**src/rtl/button_pkg.sv**
```systemverilog
// Shared types and default timing constants for the button conditioner.
package button_pkg;

    typedef enum logic [1:0] {
        RELEASED     = 2'd0,
        PRESS_PEND   = 2'd1,
        PRESSED      = 2'd2,
        RELEASE_PEND = 2'd3
    } btn_state_t;

    localparam int DEF_DEBOUNCE_CYCLES   = 250000;
    localparam int DEF_LONG_PRESS_CYCLES = 25000000;

endpackage

```
**src/rtl/button_conditioner_sync_2ff.sv**
```systemverilog
// Two-flop synchronizer for a single asynchronous bit with a configurable reset value.
module sync_2ff #(
    parameter logic RESET_VAL = 1'b1
) (
    input  logic CLK,
    input  logic RST,
    input  logic d,
    output logic q
);

    logic r_meta;

    // Metastability filter: d -> r_meta -> q.
    always_ff @(posedge CLK) begin
        if (RST) begin
            r_meta <= RESET_VAL;
            q      <= RESET_VAL;
        end else begin
            r_meta <= d;
            q      <= r_meta;
        end
    end

endmodule

```
**src/rtl/button_conditioner.sv**
```systemverilog
// Debounced button with press/release pulses; optional long-press pulse when
// BUTTON_LONG_PRESS_EN is defined (otherwise o_long is tied low).
module button_conditioner
    import button_pkg::*;
#(
    parameter int DEBOUNCE_CYCLES   = DEF_DEBOUNCE_CYCLES,
    parameter int LONG_PRESS_CYCLES = DEF_LONG_PRESS_CYCLES
) (
    input  logic CLK,
    input  logic RST,
    input  logic i_BUT,
    output logic o_BUT,
    output logic o_press,
    output logic o_release,
    output logic o_long
);

    localparam int DB_W = (DEBOUNCE_CYCLES > 2) ? $clog2(DEBOUNCE_CYCLES) : 1;
    localparam logic [DB_W-1:0] DB_LAST = DB_W'(DEBOUNCE_CYCLES - 1);
    localparam logic [DB_W-1:0] DB_ONE  = DB_W'(1);

    logic            w_s_but;
    btn_state_t      r_state;
    logic [DB_W-1:0] r_db_cnt;

    sync_2ff #(
        .RESET_VAL (1'b1)
    ) u_sync (
        .CLK (CLK),
        .RST (RST),
        .d   (i_BUT),
        .q   (w_s_but)
    );

    // Debounce FSM; the sample that leaves a stable state is already the first
    // stable sample, so the pending count starts at 1 and never exceeds DB_LAST.
    always_ff @(posedge CLK) begin
        if (RST) begin
            r_state   <= RELEASED;
            r_db_cnt  <= '0;
            o_BUT     <= 1'b1;
            o_press   <= 1'b0;
            o_release <= 1'b0;
        end else begin
            o_press   <= 1'b0;
            o_release <= 1'b0;
            case (r_state)
                RELEASED: begin
                    if (!w_s_but) begin
                        r_state  <= PRESS_PEND;
                        r_db_cnt <= DB_ONE;
                    end else begin
                        r_db_cnt <= '0;
                    end
                end
                PRESS_PEND: begin
                    if (w_s_but) begin
                        r_state  <= RELEASED;
                        r_db_cnt <= '0;
                    end else if (r_db_cnt == DB_LAST) begin
                        r_state  <= PRESSED;
                        r_db_cnt <= '0;
                        o_BUT    <= 1'b0;
                        o_press  <= 1'b1;
                    end else begin
                        r_db_cnt <= r_db_cnt + DB_ONE;
                    end
                end
                PRESSED: begin
                    if (w_s_but) begin
                        r_state  <= RELEASE_PEND;
                        r_db_cnt <= DB_ONE;
                    end else begin
                        r_db_cnt <= '0;
                    end
                end
                RELEASE_PEND: begin
                    if (!w_s_but) begin
                        r_state  <= PRESSED;
                        r_db_cnt <= '0;
                    end else if (r_db_cnt == DB_LAST) begin
                        r_state   <= RELEASED;
                        r_db_cnt  <= '0;
                        o_BUT     <= 1'b1;
                        o_release <= 1'b1;
                    end else begin
                        r_db_cnt <= r_db_cnt + DB_ONE;
                    end
                end
                default: begin
                    r_state  <= RELEASED;
                    r_db_cnt <= '0;
                    o_BUT    <= 1'b1;
                end
            endcase
        end
    end

`ifdef BUTTON_LONG_PRESS_EN
    localparam int LONG_W = $clog2(LONG_PRESS_CYCLES + 1);
    localparam logic [LONG_W-1:0] LONG_LAST = LONG_W'(LONG_PRESS_CYCLES - 1);
    localparam logic [LONG_W-1:0] LONG_SAT  = LONG_W'(LONG_PRESS_CYCLES);
    localparam logic [LONG_W-1:0] LONG_ONE  = LONG_W'(1);

    logic [LONG_W-1:0] r_long_cnt;

    // Long-press timer: held through release bounces, parked at LONG_SAT after firing.
    always_ff @(posedge CLK) begin
        if (RST) begin
            r_long_cnt <= '0;
            o_long     <= 1'b0;
        end else begin
            o_long <= 1'b0;
            case (r_state)
                PRESSED: begin
                    if (r_long_cnt == LONG_LAST) begin
                        o_long     <= 1'b1;
                        r_long_cnt <= LONG_SAT;
                    end else if (r_long_cnt != LONG_SAT) begin
                        r_long_cnt <= r_long_cnt + LONG_ONE;
                    end else begin
                        r_long_cnt <= LONG_SAT;
                    end
                end
                RELEASE_PEND: r_long_cnt <= r_long_cnt;
                default:      r_long_cnt <= '0;
            endcase
        end
    end
`else
    assign o_long = 1'b0;
`endif

endmodule

```
**config.mk**
```make
export PLATFORM = sky130hd
export DESIGN_NAME = button_conditioner
export DESIGN_NICKNAME = d
export VERILOG_FILES = /design/src/rtl/button_pkg.sv /design/src/rtl/button_conditioner_sync_2ff.sv /design/src/rtl/button_conditioner.sv
export SDC_FILE = /design/constraint.sdc
export NUM_CORES = 1
export LEC_CHECK = 0
export ABC_AREA = 1
export CORE_ASPECT_RATIO = 2
export CORE_MARGIN = 8
export CORE_UTILIZATION = 45
export DETAILED_ROUTE_END_ITERATION = 6
export GPL_ROUTABILITY_DRIVEN = 0
export MAX_ROUTING_LAYER = met4
export PLACE_DENSITY = 0.65
export SETUP_SLACK_MARGIN = 0.1
export SLEW_MARGIN = 5
export SYNTH_ARGS = -nofsm -noshare
export SYNTH_HDL_FRONTEND = slang
export SYNTH_SLANG_ARGS = --single-unit
```
**constraint.sdc**
```tcl
create_clock -name CLK -period 1.3 [get_ports CLK]
set_input_delay 0.195 -clock CLK [delete_from_list [all_inputs] [get_ports CLK]]
set_output_delay 0.195 -clock CLK [all_outputs]
set_load 0.005 [all_outputs]
```
==> impl_metrics.csv, run 1 <==
group,metric,value,unit
yosys,synth_area_leader_cell,"dfxtp_1",
sta,fin_crit_sh,1.00,
place,portBuffers,5,
pwr,ir_worst_vdd,0.748,mV
die,die_w,53.6,um
yosys,synth_area_leaders,"dfxtp_1 39%, nor2_1 9.7%, nand2_1 8.2%, xor2_1 6.2%, nor2_2 4.9%",
die,io_pins,7,
cts,clock-root-buffer,"clkbuf_8",
yosys,yosysUniqueCellTypes,27,
pwr,p_switching,289,uW
global_routing,grt_overflow,0,
cts,clkSlewWorstSetupHoldPaths,90,ps
place,dp_hpwl,2.35,mm
pwr,clockPowerShare,0.376,
setup_path,r2r_slack,-0.1,ps
pwr,power_leakage,0.688,nW
finish,antenna_cells,0,
setup_path,cp_slowest_cell,"dfxtp_4",
sta,setup_violations,1,
sta,rsz0062_at_grt,"yes",
route,dr_total_vias,1203,
die,dieArea,4900,um2
pwr,intPower,995,uW
yosys,synthFlopType,"dfxtp_1",
sta,fmax,769,MHz
setup_path,crit_arrival,1500,ps
pwr,power_density,728,nW/um2
sta,setup_slack,-0.143,ps
route,drt_pass1_iterations,4,
sta,final_max_slew_viol_count,0,
sta,hold_viol,0,
cts,cts_tree,"yes",
outcome,violations,"setup timing",
global_routing,grt_pass1_vias,1244,
yosys,syn_area_per_cell,7.50,um2
route,final_antenna_net_count,0,
finish,drive_gt1_frac,0.419,
setup_path,path_common_cell,"buf_4",
setup_path,cp_cell_sequence,"ha_4 -> nand3_4 -> inv_4 -> nand2_4 -> nor2_4 -> buf_4 -> buf_4 -> nor3_1",
hold_path,min-delay-path-class,"reg -> reg",
die,die_h,91.3,um
finish,fill_cells,225,
route,first_iter_violations,30,
setup_path,cp-start-kind,"register",
yosys,synthCells,170,
pwr,switching_share,0.225,
global_routing,antenna_found_initial,0,
sta,min_period,1300,ps
cts,h-tree-depth,1,
setup_path,worstPathRequired,1500,ps
die,initial_utilization,0.466,
yosys,yosys_register_bits,25,
route,vias_per_cell,5.19,
flow_run,max-cap-violations,0,
global_routing,grt_pass1_wl,5.34,mm
yosys,synth.top_cell.area_share,0.393,
route,wl,3.29,mm
route,drc,0,
cts,cts.sinks,25,
yosys,yosys_warnings,0,
cts,worstSkewPairLatency,280,ps
cts,hold_buffers,0,
yosys,yosysSeqAreaShare,0.393,
outcome,outcome,"complete, but fails checks",
setup_path,worstPathMaxFanout,5,
global_routing,grt_max_degree,15,
setup_path,cp_slowest_stage_delay,360,ps
place,place_area,1510,um2
global_routing,grt_usage,0.146,
sta,finClkSkew,3.84,ps
yosys,syn-cell-area,1270,um2
finish,final_area,1760,um2
finish,post-route-util,0.644,
yosys,synth_fp_nets,174,
cts,cts_made_buffers,3,
setup_path,worstSetupPathType,"reg -> reg",
setup_path,end_kind,"register",
die,rows,27,
yosys,async_reset_ff_frac,0,
die,fp.coreArea,2740,um2
pwr,pwr-share-comb,0.028,
cts,clockBufferDepth,2,
pwr,p_seq_frac,0.597,
yosys,synth_edf_count,0,
route,wl_per_cell,14.2,um
finish,syn2layout_area_growth,38.3,%
sta,hold-worst-slack,428,ps
finish,fin_nets,208,
## Yosys cell counts (all sizes together), types with 2 or more instances
cell type  number
inv            17
nand4           7
dfxtp          25
o21ai           3
or2             3
a21oi           3
xor2           10
buf             4
nor3            4
nor2           44
nand2          30
xnor2           2
nand3          14
## metrics by stage
| stage | std cells | TNS [ps] | setup WS [ps] | power [mW] |
|---|---|---|---|---|
| 6_report | 232 | -0.143 | -0.143 | 1.28 |
| 3_5_place_dp | 221 | -327 | -44.5 | 0.825 |
| 4_1_cts | 230 | -1.55 | -1.55 | 1.29 |
| 3_3_place_gp | 221 | -42.2 | -25.6 | 0.824 |
| 5_1_grt | 232 | -786 | -66.6 | 1.32 |
| 2_1_floorplan | 170 | 0 | 82.5 | 0.807 |
## layer usage
metal  track usage  routed length [um]  vias up
li1              -                   -      599
met1         0.125                1140      561
met2         0.270                1900       28
met3        0.0229                  85       15
met4        0.0826                 165        0
met5             -                   0        -
## cell usage in the layout, fill, tap and decap left out, types with 7 or more instances in the layout
cell type  count
nor2_4         8
inv_1         14
nand3_1        8
nor2_1        22
dfxtp_1       15
xor2_1         8
buf_6          7
nor2_2        14
buf_4         20
nand2_1       25
## final timing paths
kind / startpoint / endpoint / depth (start not counted)
worst max register to register: r_db_cnt[0] / r_db_cnt[6] / 8
worst min register to register: u_sync.r_meta / u_sync.q / 1
worst max-delay path: r_db_cnt[0] / r_db_cnt[6] / 8
worst min-delay path: u_sync.r_meta / u_sync.q / 1
## critical path: cells and delay by family (launching register included)
family / cells / cell delay, ps
and+or+nand+nor: 4 / 380
buffers and inverters: 3 / 310
adders and majority gates: 1 / 160
DFF: 1 / 360
## layout make-up
| type | count | area, um2 | area share |
|---|---|---|---|
| clock buffers | 3 | 41.3 | 0.0234 |
| repair buffers | 33 | 290 | 0.165 |
| flip-flops and latches | 25 | 523 | 0.297 |
| clock inverters | 1 | 5.00 | 0.00284 |
| well taps | 29 | 36.3 | 0.0206 |
| inverters | 17 | 66.3 | 0.0376 |
| multi-input cells | 124 | 801 | 0.454 |
## registers in the layout (all words and copies together), names as in the netlist, named ones only
signal and count:
r_db_cnt 18, u_sync.r_meta 1, o_BUT 1, r_state 1
o_release 1, o_press 1, u_sync.q 1
## logic make-up (layout without fill, tap and decap cells)
group,after synthesis,in the layout,synth area share
compound gates,7,7,0.0285
buf+inv,21,54,0.0824
other cells,1,1,0.00294
fa+ha+maj,1,1,0.00981
simple gates,103,103,0.395
xor+xnor,12,12,0.0883
flops,25,25,0.393
## what timing repair did
item                                    in CTS  in global routing
setup buffers                                5                  2
pin swaps                                   18                 16
endpoints found under the hold margin        0                  0
endpoints found under the setup margin      24                 23
resized for setup                           36                 17
## power by group through the flow
stage	clock, mW	combinational, mW	sequential (mW)
final	0.482	0.0358	0.766
after global placement	0	0.0333	0.790
after detailed placement	0	0.0344	0.791
after CTS	0.488	0.0355	0.766
after global routing	0.513	0.0391	0.767
after floorplan	0	0.0148	0.792
Power figures use the tool's default switching activity.
==> run 2, diff against run 1 <==
CORE_UTILIZATION = 40   (was 45)
PLACE_DENSITY = unset   (was 0.65)
==> run 2 against run 1 <==
Net effect:
- the run now ends clean
- flip-flop and latch count stayed put
- setup slack better by 13 ps
- hold slack improved by 6.0 ps
- fmax rose by 1.0%
- via count decreased by 3.7%
- global-route usage down 2.2 points
- largest cell class unchanged
- largest power group unchanged
==> impl_metrics.csv, run 2 (synthesis gave the netlist of run 1 again) <==
group,metric,value,unit
die,dieArea,5360,um2
global_routing,grt_overflow,0,
route,drc,0,
sta,hold_viol,0,
route,wl,3.10,mm
place,place_area,1540,um2
die,die_h,95.8,um
cts,worstSkewPairLatency,270,ps
sta,final_max_slew_viol_count,0,
finish,final_area,1680,um2
finish,most-common-layout-cells,"27 x nand2_1, 26 x nor2_1, 20 x buf_4, 15 x inv_1, 14 x nor2_2",
hold_path,worstHoldStart,"u_sync.r_meta",
place,dp_hpwl,2.37,mm
setup_path,worstPathRequired,1510,ps
setup_path,end_kind,"register",
die,fp.coreArea,3120,um2
setup_path,r2r_slack,10,ps
die,die_w,55.9,um
pwr,power_leakage,0.641,nW
route,first_iter_violations,21,
global_routing,grt_usage,0.123,
cts,clkSlewWorstSetupHoldPaths,90,ps
cts,clockBufferDepth,2,
finish,regMostFlops,"r_db_cnt",
global_routing,grt_pass1_vias,1196,
setup_path,worstPathMaxFanout,6,
sta,rsz0062_at_grt,"yes",
route,dr_total_vias,1158,
cts,cts_tree,"yes",
cts,cts_made_buffers,3,
place,portBuffers,5,
pwr,ir_worst_vdd,0.572,mV
sta,tns,0,ps
cts,cts.sinks,25,
global_routing,grt_max_degree,14,
cts,h-tree-depth,1,
route,final_antenna_net_count,0,
finish,largest_register_ff_count,18,
setup_path,worstSetupStartpoint,"r_db_cnt[0]",
global_routing,grt_pass1_wl,5.09,mm
cts,hold_buffers,0,
finish,multi_input_area,753,um2
finish,final_common_cell,"nand2_1",
sta,fmax,777,MHz
sta,finClkSkew,9.87,ps
outcome,outcome,"finished, final reports clean",
global_routing,antenna_found_initial,0,
setup_path,worstSetupPathType,"reg -> reg",
finish,register_area,520,um2
cts,clock-root-buffer,"clkbuf_8",
setup_path,crit_arrival,1500,ps
setup_path,cp-start-kind,"register",
finish,fill_cells,306,
finish,fin_nets,204,
sta,setup_violations,0,
finish,post-route-util,0.539,
finish,antenna_cells,0,
sta,min_period,1290,ps
die,io_pins,7,
finish,drive_gt1_frac,0.377,
sta,fin_crit_sh,0.990,
flow_run,max-cap-violations,0,
pwr,power_density,753,nW/um2
die,rows,29,
hold_path,min-delay-path-class,"reg -> reg",
finish,syn2layout_area_growth,32.0,%
setup_path,worstReg2RegStart,"r_db_cnt[0]",
die,initial_utilization,0.409,
route,wl_per_cell,13.5,um
route,vias_per_cell,5.03,
route,drt_pass1_iterations,4,
[run 2: path summary, 6_finish.rpt]
check	to	cells after the start
max	r_db_cnt[10]	8
min	u_sync.q	1
max reg2reg	r_db_cnt[10]	8
min reg2reg	u_sync.q	1
[run 2: repair_timing]
action | in CTS | in global routing
resized for setup | 21 | 12
pin swaps | 10 | 5
endpoints found under the setup margin | 25 | 23
buffers inserted | 2 | 1
[run 2: area by class of cell]
class,instances,share of cell area
multi-input combinational,124,0.448
clock buffer,4,0.0268
tap,31,0.0230
inverter,17,0.0394
sequential,25,0.309
timing repair buffer,29,0.154
[run 2: layer usage]
layer / track usage / part of all wire
met5: - / 0
met2: 0.256 / 0.60
met4: 0.0685 / 0.026
met3: 0.0198 / 0.021
met1: 0.0959 / 0.36
[run 2: power breakdown]
part           internal [mW]  switching [mW]
registers              0.766         0.00354
clock network          0.220           0.243
logic                 0.0173          0.0171
total                   1.00           0.263
[run 2: worst max-delay path, stage by stage (launching register included)]
cell	delay (ps)
dfxtp_4	370
ha_4	140
nand3_4	120
inv_4	110
nand2_2	70
nor2_2	100
nand2_1	70
xor2_1	140
nor2_1	100
[run 2: stage by stage]
| stage | hold slack (ps) | cells | worst slack [ps] | total power, mW |
|---|---|---|---|---|
| 2_1_floorplan | 273 | 170 | 82.5 | 0.807 |
| 3_3_place_gp | 401 | 223 | -9.27 | 0.824 |
| 3_5_place_dp | 410 | 223 | -24.5 | 0.824 |
| 4_1_cts | 436 | 229 | 20.9 | 1.28 |
| 5_1_grt | 453 | 230 | -49.0 | 1.32 |
| 6_report | 434 | 230 | 13.2 | 1.27 |
==> run 3, diff against run 2 <==
CTS_CLUSTER_SIZE = 24   (was unset)
==> results of run 3 <==
Same layout as run 2: the final DEF is identical, and so are final timing and power.
